`src/rtl/magnitude_pkg.sv`:
```
// Shared types and widths for the magnitude stage
// and the peak detector that consumes its output.
package magnitude_pkg;

  localparam int MAG_BITS = 17;

  typedef enum logic {
    IDLE  = 1'b0,
    ACCUM = 1'b1
  } peak_state_t;

endpackage

```
`src/rtl/peak_compare.sv`:
```
// Merges a {max, index} pair with a {sample, bin} pair.
// Strict greater-than, so ties keep the earlier bin.
module peak_compare
  import magnitude_pkg::*;
#(
  parameter int DATA_BITS  = MAG_BITS,
  parameter int INDEX_BITS = 10
) (
  input  logic [DATA_BITS-1:0]  cur_max,
  input  logic [INDEX_BITS-1:0] cur_idx,
  input  logic [DATA_BITS-1:0]  sample,
  input  logic [INDEX_BITS-1:0] bin,
  output logic [DATA_BITS-1:0]  new_max,
  output logic [INDEX_BITS-1:0] new_idx
);

  // pick the sample only when it beats the current max
  always_comb begin
    new_max = cur_max;
    new_idx = cur_idx;
    if (sample > cur_max) begin
      new_max = sample;
      new_idx = bin;
    end
  end

endmodule

```
`src/rtl/peak_detect.sv`:
```
// Frame peak detector: max, argmax, over-threshold
// count and sum per frame, one result pulse per frame.
module peak_detect
  import magnitude_pkg::*;
#(
  parameter int DATA_IN_BITS = MAG_BITS,
  parameter int FRAME_LEN    = 1024,
  parameter int INDEX_BITS   = $clog2(FRAME_LEN),
  parameter int COUNT_BITS   = INDEX_BITS + 1,
  parameter int SUM_BITS     = DATA_IN_BITS + INDEX_BITS
) (
  input  logic                    clk,
  input  logic                    rst,
  input  logic                    data_in_ready,
  input  logic [DATA_IN_BITS-1:0] data_in,
  input  logic                    frame_start,
  input  logic [DATA_IN_BITS-1:0] threshold,
  output logic                    data_out_ready,
  output logic [DATA_IN_BITS-1:0] peak_value,
  output logic [INDEX_BITS-1:0]   peak_index,
  output logic [COUNT_BITS-1:0]   over_count,
  output logic [SUM_BITS-1:0]     frame_sum,
  output logic                    frame_error
);

  localparam logic [INDEX_BITS-1:0] LAST_BIN =
    INDEX_BITS'(FRAME_LEN - 1);

  peak_state_t             state;
  logic [INDEX_BITS-1:0]   bin_cnt;
  logic [DATA_IN_BITS-1:0] w_max;
  logic [INDEX_BITS-1:0]   w_idx;
  logic [SUM_BITS-1:0]     w_sum;
  logic [COUNT_BITS-1:0]   w_cnt;
  logic [DATA_IN_BITS-1:0] thr_q;

  logic [DATA_IN_BITS-1:0] m_max;
  logic [INDEX_BITS-1:0]   m_idx;
  logic [SUM_BITS-1:0]     sum_nx;
  logic [COUNT_BITS-1:0]   cnt_nx;
  logic                    start;
  logic                    accept;
  logic                    step;
  logic                    finish;

  // one merge unit feeds both the running state and
  // the published result on the last bin
  peak_compare #(
    .DATA_BITS  (DATA_IN_BITS),
    .INDEX_BITS (INDEX_BITS)
  ) u_cmp (
    .cur_max (w_max),
    .cur_idx (w_idx),
    .sample  (data_in),
    .bin     (bin_cnt),
    .new_max (m_max),
    .new_idx (m_idx)
  );

  // next-value arithmetic and sample classification
  always_comb begin
    sum_nx = w_sum + SUM_BITS'(data_in);
    cnt_nx = w_cnt + COUNT_BITS'(data_in > thr_q);
    start  = data_in_ready & frame_start;
    accept = data_in_ready & ~frame_start
           & (state == ACCUM);
    step   = accept & (bin_cnt != LAST_BIN);
    finish = accept & (bin_cnt == LAST_BIN);
  end

  // frame FSM with working and result registers
  always_ff @(posedge clk or negedge rst) begin
    if (!rst) begin
      state          <= IDLE;
      bin_cnt        <= '0;
      w_max          <= '0;
      w_idx          <= '0;
      w_sum          <= '0;
      w_cnt          <= '0;
      thr_q          <= '0;
      data_out_ready <= 1'b0;
      frame_error    <= 1'b0;
      peak_value     <= '0;
      peak_index     <= '0;
      over_count     <= '0;
      frame_sum      <= '0;
    end else begin
      data_out_ready <= 1'b0;
      frame_error    <= 1'b0;
      unique case (1'b1)
        start: begin
          frame_error <= (state == ACCUM);
          state       <= ACCUM;
          bin_cnt     <= INDEX_BITS'(1);
          w_max       <= data_in;
          w_idx       <= '0;
          w_sum       <= SUM_BITS'(data_in);
          w_cnt       <= COUNT_BITS'(data_in > threshold);
          thr_q       <= threshold;
        end
        step: begin
          bin_cnt <= bin_cnt + INDEX_BITS'(1);
          w_max   <= m_max;
          w_idx   <= m_idx;
          w_sum   <= sum_nx;
          w_cnt   <= cnt_nx;
        end
        finish: begin
          data_out_ready <= 1'b1;
          peak_value     <= m_max;
          peak_index     <= m_idx;
          over_count     <= cnt_nx;
          frame_sum      <= sum_nx;
          state          <= IDLE;
          bin_cnt        <= '0;
          w_max          <= '0;
          w_idx          <= '0;
          w_sum          <= '0;
          w_cnt          <= '0;
        end
        default: ;
      endcase
    end
  end

endmodule

```
`config.mk`:
```
export PLATFORM = sky130hd
export DESIGN_NAME = peak_detect
export DESIGN_NICKNAME = d
export VERILOG_FILES = /design/src/rtl/magnitude_pkg.sv /design/src/rtl/peak_compare.sv /design/src/rtl/peak_detect.sv
export SDC_FILE = /design/constraint.sdc
export NUM_CORES = 1
export LEC_CHECK = 0
export ABC_AREA = 0
export BUFFER_PORTS_ARGS = -buffer_cell sky130_fd_sc_hd__buf_2
export CAP_MARGIN = 15
export CORE_ASPECT_RATIO = 0.9
export CORE_MARGIN = 2
export CORE_UTILIZATION = 61
export CTS_BUF_LIST = sky130_fd_sc_hd__clkbuf_4
export DETAILED_ROUTE_END_ITERATION = 6
export GPL_TIMING_DRIVEN = 0
export PLACE_DENSITY = 0.83
export SLEW_MARGIN = 10
export SYNTH_ARGS = -nofsm -noshare
export SYNTH_HDL_FRONTEND = slang
export SYNTH_SLANG_ARGS = --single-unit
```
`constraint.sdc`:
```
create_clock -name clk -period 3.4 [get_ports clk]
set_input_delay 0.17 -clock clk [delete_from_list [all_inputs] [get_ports clk]]
set_output_delay 0.17 -clock clk [all_outputs]
set_load 0.005 [all_outputs]
```
==> After elaboration in Yosys (flattened, before gate mapping) <==
Cells that the tools add are included.
{ "word_totals": {"in_bits": 38, "word_cells": 41, "register_bits": 160, "output_inout_bits": 67} }
{ "op_classes": {"add_sub_neg": 3, "mux": 10, "bitwise_logic": 6, "n_reduce_logical": 4, "n_lt_le_gt_ge": 3, "n_eq_ne": 2} }
{ "op_table": {"columns": ["operator", "count"], "rows": [
  ["case mux 27 bit (3 select lines)", 1],
  ["> comparator 17 bit", 3],
  ["case mux 17 bit (3 select lines)", 1],
  ["case mux 11 bit (3 select lines)", 1],
  ["case mux 10 bit (3 select lines)", 1],
  ["adder 27 x 17 -> 27 bit", 1],
  ["case mux 10 bit (2 select lines)", 1],
  ["two-way mux 17 bit", 1],
  ["adder 11 x 1 -> 11 bit", 1],
  ["adder 10 x 1 -> 10 bit, second input constant", 1],
  ["equality test 10 bit, second input constant", 1],
  ["two-way mux 10 bit", 1],
  ["inequality test 10 bit, second input constant", 1],
  ["AND 1 bit", 5],
  ["nonzero test 2 bit", 2],
  ["nonzero test 3 bit", 1],
  ["two-way mux 1 bit", 2],
  ["case mux 1 bit (2 select lines)", 1],
  ["OR reduction 2 bit", 1],
  ["NOT 1 bit", 1]
]} }

==> Longest topological paths before layout <==
{ "depth": {"depth_word": 6, "mapped_depth": 17, "ltp_nobuf": 17} }

==> Modules after synthesis <==
A second synthesis with hierarchy kept.
{ "hier_totals": {"cells_unflattened": 1032, "hier_area_um2": 9482.8} }
{ "modules_own_cells": {"columns": ["module", "area_each_um2", "seq_area_each_um2", "cells_each", "instances"], "rows": [
  ["peak_detect", 8594.5, 4003.8, 942, 1],
  ["peak_compare", 888.4, 0.0, 90, 1]
]} }

==> Worst setup path before layout <==
OpenSTA, ideal clock, no wires.
{ "synth_path": {"path_kind": "register -> register", "from": "reg thr_q[5]", "to": "reg w_cnt[9]", "path_stages_with_launch": 17, "period_less_slack_ns": 2.892, "setup_time_ns": 0.083, "t_required_ns": 3.317, "slack_ns": 0.508, "path_buffers": 0, "arrival_time_ns": 2.809, "path_cell_list": "dfrtp_1 > inv_1 > ha_1 > o21a_1 > o21a_1 > o21a_1 > o21ai_0 > a31oi_1 > a2111oi_0 > a21oi_1 > ha_1 > and3_1 > and3_1 > and3_1 > o21ai_0 > nand2_1 > o21ai_0"} }
{ "synth_via": {"elab_chain_len": 3} }
{ "synth_rtl": {"columns": ["item", "line_no", "rtl"], "rows": [
  ["start: declaration", "peak_detect.sv:35", "logic [DATA_IN_BITS-1:0] thr_q;"],
  ["start signal: assignment", "peak_detect.sv:99", "thr_q <= threshold;"],
  ["> comparator 17 bit", "peak_detect.sv:63", "cnt_nx = w_cnt + COUNT_BITS'(data_in > thr_q);"],
  ["adder 11 x 1 -> 11 bit", "peak_detect.sv:63", null],
  ["case mux 11 bit (3 select lines)", "peak_detect.sv:90", "unique case (1'b1)"],
  ["end signal: assignment", "peak_detect.sv:98", "w_cnt <= COUNT_BITS'(data_in > threshold);"],
  ["end signal: assignment", "peak_detect.sv:106", "w_cnt <= cnt_nx;"],
  ["end: declaration", "peak_detect.sv:34", "logic [COUNT_BITS-1:0] w_cnt;"]
]} }
Every way passes these cells.
A chain may end at the register's enable or synchronous reset.

==> Worst setup path in the final report <==
Ends and elaborated chain as after synthesis.

==> flow_summary_export.csv <==
group,metric,value,unit
final_layout,fin_cells,1360,
cts,cts_buffer_depth,2,
final_layout,syn2layout_area_growth,15.99,%
timing,skew,35.00,ps
power,ir_drop,347.2,uV
timing,min_period,3241,ps
worst_setup_path,critPathMaxStageDelay,390,ps
drt,drt_pass1_iterations,5,
drt,wire_per_inst,19.56,um
final_layout,layout_common_cells,"nand2_1, dfrtp_1, buf_2",
drt,viasPerCell,6.299,
placed_design,placedCellCount,1291,
worst_setup_path,crit_type,"reg2reg",
worst_setup_path,cp-start-kind,"register",
floorplanning,start_util,0.6284,
floorplanning,die_area,16220,um^2
final_layout,layout.nets,1259,
cts,clock_sinks,160,
worst_setup_path,cp_max_fo,4,
global_route,grt_pass1_wl,42840,um
global_route,grtUsageTotal,0.3406,
cts,clockRootBuffer,"clkbuf_4",
worst_setup_path,path_cells,"inv_1 -> ha_1 -> o21a_1 -> o21a_1 -> o21a_1 -> o21ai_1 -> a31oi_2 -> a2111oi_4 -> a21oi_1 -> ha_2 -> and3_1 -> and3_1 -> and3_1 -> o21ai_0 -> nand2_1 -> o21ai_0",
timing,worstMarginPinSlew,722.8,ps
global_route,antenna_found_initial,1,
power,p_leak,5.343,nW
placed_design,placed_area,10080,um^2
logic_synthesis,async_flop_share,1.000,
floorplanning,die_y,121.0,um
global_route,overflow,0,
logic_synthesis,synthesis.nets,1099,
drt,vias,8566,
placed_design,hpwl,18280,um
timing,slew_headroom,0.5181,
power,power.density,433.7,nW/um^2
worst_setup_path,slowest_stage,"dfrtp_1",
final_layout,final_common_cell,"nand2_1",
cts,cts_tree,"yes",
logic_synthesis,syn_area,9279,um^2
floorplanning,die_w,134.0,um
timing,period_share,0.9533,
hold_path,hold_path_class,"in2reg",
final_layout,drive_gt1_frac,0.1525,
logic_synthesis,syn_area_per_cell,9.392,um^2
placed_design,place_congestion,0.9704,
logic_synthesis,yosysUniqueCellTypes,70,
outcome,status,"completed",
drt,first_iter_violations,917,
cts,htree_levels,4,
global_route,grt_max_degree,92,
placed_design,portBuffers,104,
drt,ant_nets,0,
timing,hold_viol_final,0,
global_route,grt_pass1_vias,8330,
timing,setup_violations,0,
worst_setup_path,critPathRequiredTime,3920,ps
worst_setup_path,timing.critical_path.buf_inv,1,
logic_synthesis,synth_edf_count,0,
cts,post_cts_buffers,0,
floorplanning,rows,42,
power,p_total,4.668,mW
final_layout,nFillCells,1091,
placed_design,dpl_worst_slack,-195.0,ps
final_layout,final-seq-area,4004,um^2
timing,fin_ws,158.7,ps
timing,slew_viol_final,0,
timing,fmax,308.5,MHz
logic_synthesis,synth-seq-cells,160,
worst_setup_path,endpoint_kind,"register",
drt,drc_errors,0,
timing,hold-worst-slack,20.49,ps
final_layout,multi_input_area,4862,um^2
floorplanning,io_pins,105,
cts,cts_buffers,17,
logic_synthesis,ys.flop_type,"dfrtp_1",
cts,worstSkewPairLatency,610,ps
final_layout,fin_area,10760,um^2
logic_synthesis,yosys_warnings,0,
job,drv_cap,0,
logic_synthesis,netlist_instances,988,
floorplanning,core_area,14770,um^2
worst_setup_path,arrival,3760,ps
drt,routed_wl,26600,um
logic_synthesis,yosysSeqAreaShare,0.4315,
cts,clk_pin_slew_worst_paths,140,ps
worst_setup_path,cp_top_family,"compound AO/OA/AOI/OAI gates",
[metrics by stage]
stage / TNS (ps) / utilization
finish: 0 / 0.7289
global route: -13.57 / 0.7289
CTS: 0 / 0.7270
detailed placement: -509.7 / 0.6829
global placement: -42120 / 0.6804
floorplan: 0 / -
[power by group]
part / internal [mW] / leakage (nW) / switching (mW) / total [mW]
combinational: 0.540 / 3.06 / 0.798 / 1.34
clock: 0.455 / 0.155 / 0.743 / 1.20
sequential: 2.03 / 2.13 / 0.106 / 2.13
[layout make-up]
cell class                      instances  share of cell area
Clock buffer                           18             0.01256
Timing Repair Buffer                  141             0.08533
Antenna cell                            1           0.0002325
Multi-Input combinational cell        723              0.4518
Buffer                                 46             0.02069
Clock inverter                         14             0.01383
Inverter                               59             0.02058
Sequential cell                       160              0.3720
Tap cell                              198             0.02302
[registers in the layout, indices dropped and copies added, names as in the netlist, 10 cells and up]
name,count
w_cnt,11
w_sum,27
bin_cnt,10
over_count,11
w_max,17
peak_value,17
peak_index,10
frame_sum,27
thr_q,17
w_idx,10
[what timing repair did]
| action | in CTS | in global routing |
|---|---|---|
| gates resized for setup | 2 | 6 |
| hold buffers | 36 | 0 |
| pin swaps | 0 | 1 |
| hold endpoints to repair | 109 | 0 |
| endpoints found under the setup margin | 4 | 8 |
[final timing paths]
check	end	cells after the start	startpoint	slack, ps
setup reg to reg	w_cnt[9]$_DFFE_PN0P_	16	thr_q[5]$_DFFE_PN0P_	160
hold / removal	w_max[13]$_DFFE_PN0P_	2	data_in[13]	20
setup / recovery	w_cnt[9]$_DFFE_PN0P_	16	thr_q[5]$_DFFE_PN0P_	160
hold reg to reg	frame_sum[1]$_DFFE_PN0P_	2	frame_sum[1]$_DFFE_PN0P_	490
min in group asynchronous	thr_q[9]$_DFFE_PN0P_	2	rst	110
max in group asynchronous	frame_sum[17]$_DFFE_PN0P_	3	rst	2410
[synth_stat cells (11+ instances only)]
master	number	area share
a21o_1	27	0.022
a21oi_1	37	0.020
a221o_1	20	0.022
a22o_1	29	0.027
a31oi_1	11	0.0074
and3_1	14	0.0094
clkbuf_1	28	0.011
dfrtp_1	160	0.43
ha_1	72	0.097
inv_1	58	0.023
mux2i_1	19	0.020
nand2_1	169	0.068
nand3_1	32	0.017
nand4_1	17	0.011
nor2_1	38	0.015
o21a_1	14	0.011
o21ai_0	89	0.048
xnor2_1	20	0.019
[metal layers]
layer  vias up  part of all wire  global-route usage
li1       3886                 -                   -
met1      4101              0.41              0.4686
met2       466              0.45              0.5234
met3       113             0.091             0.06224
met4         0             0.045              0.1662
met5         -                 0                   0
[cells by family (layout without fill, tap and decap cells)]
family / count (synthesis) / in the layout / share of synthesized area
AND/OR/NAND/NOR: 308 / 308 / 0.1504
AO/OA/AOI/OAI: 291 / 291 / 0.2195
other: 0 / 1 / 0
flip-flops: 160 / 160 / 0.4315
XOR/XNOR: 29 / 29 / 0.02737
multiplexers: 22 / 22 / 0.02414
buffers and inverters: 105 / 278 / 0.04787
adder cells (fa/ha/maj): 73 / 73 / 0.09924
No activity file was read; power rests on OpenSTA's default activity.
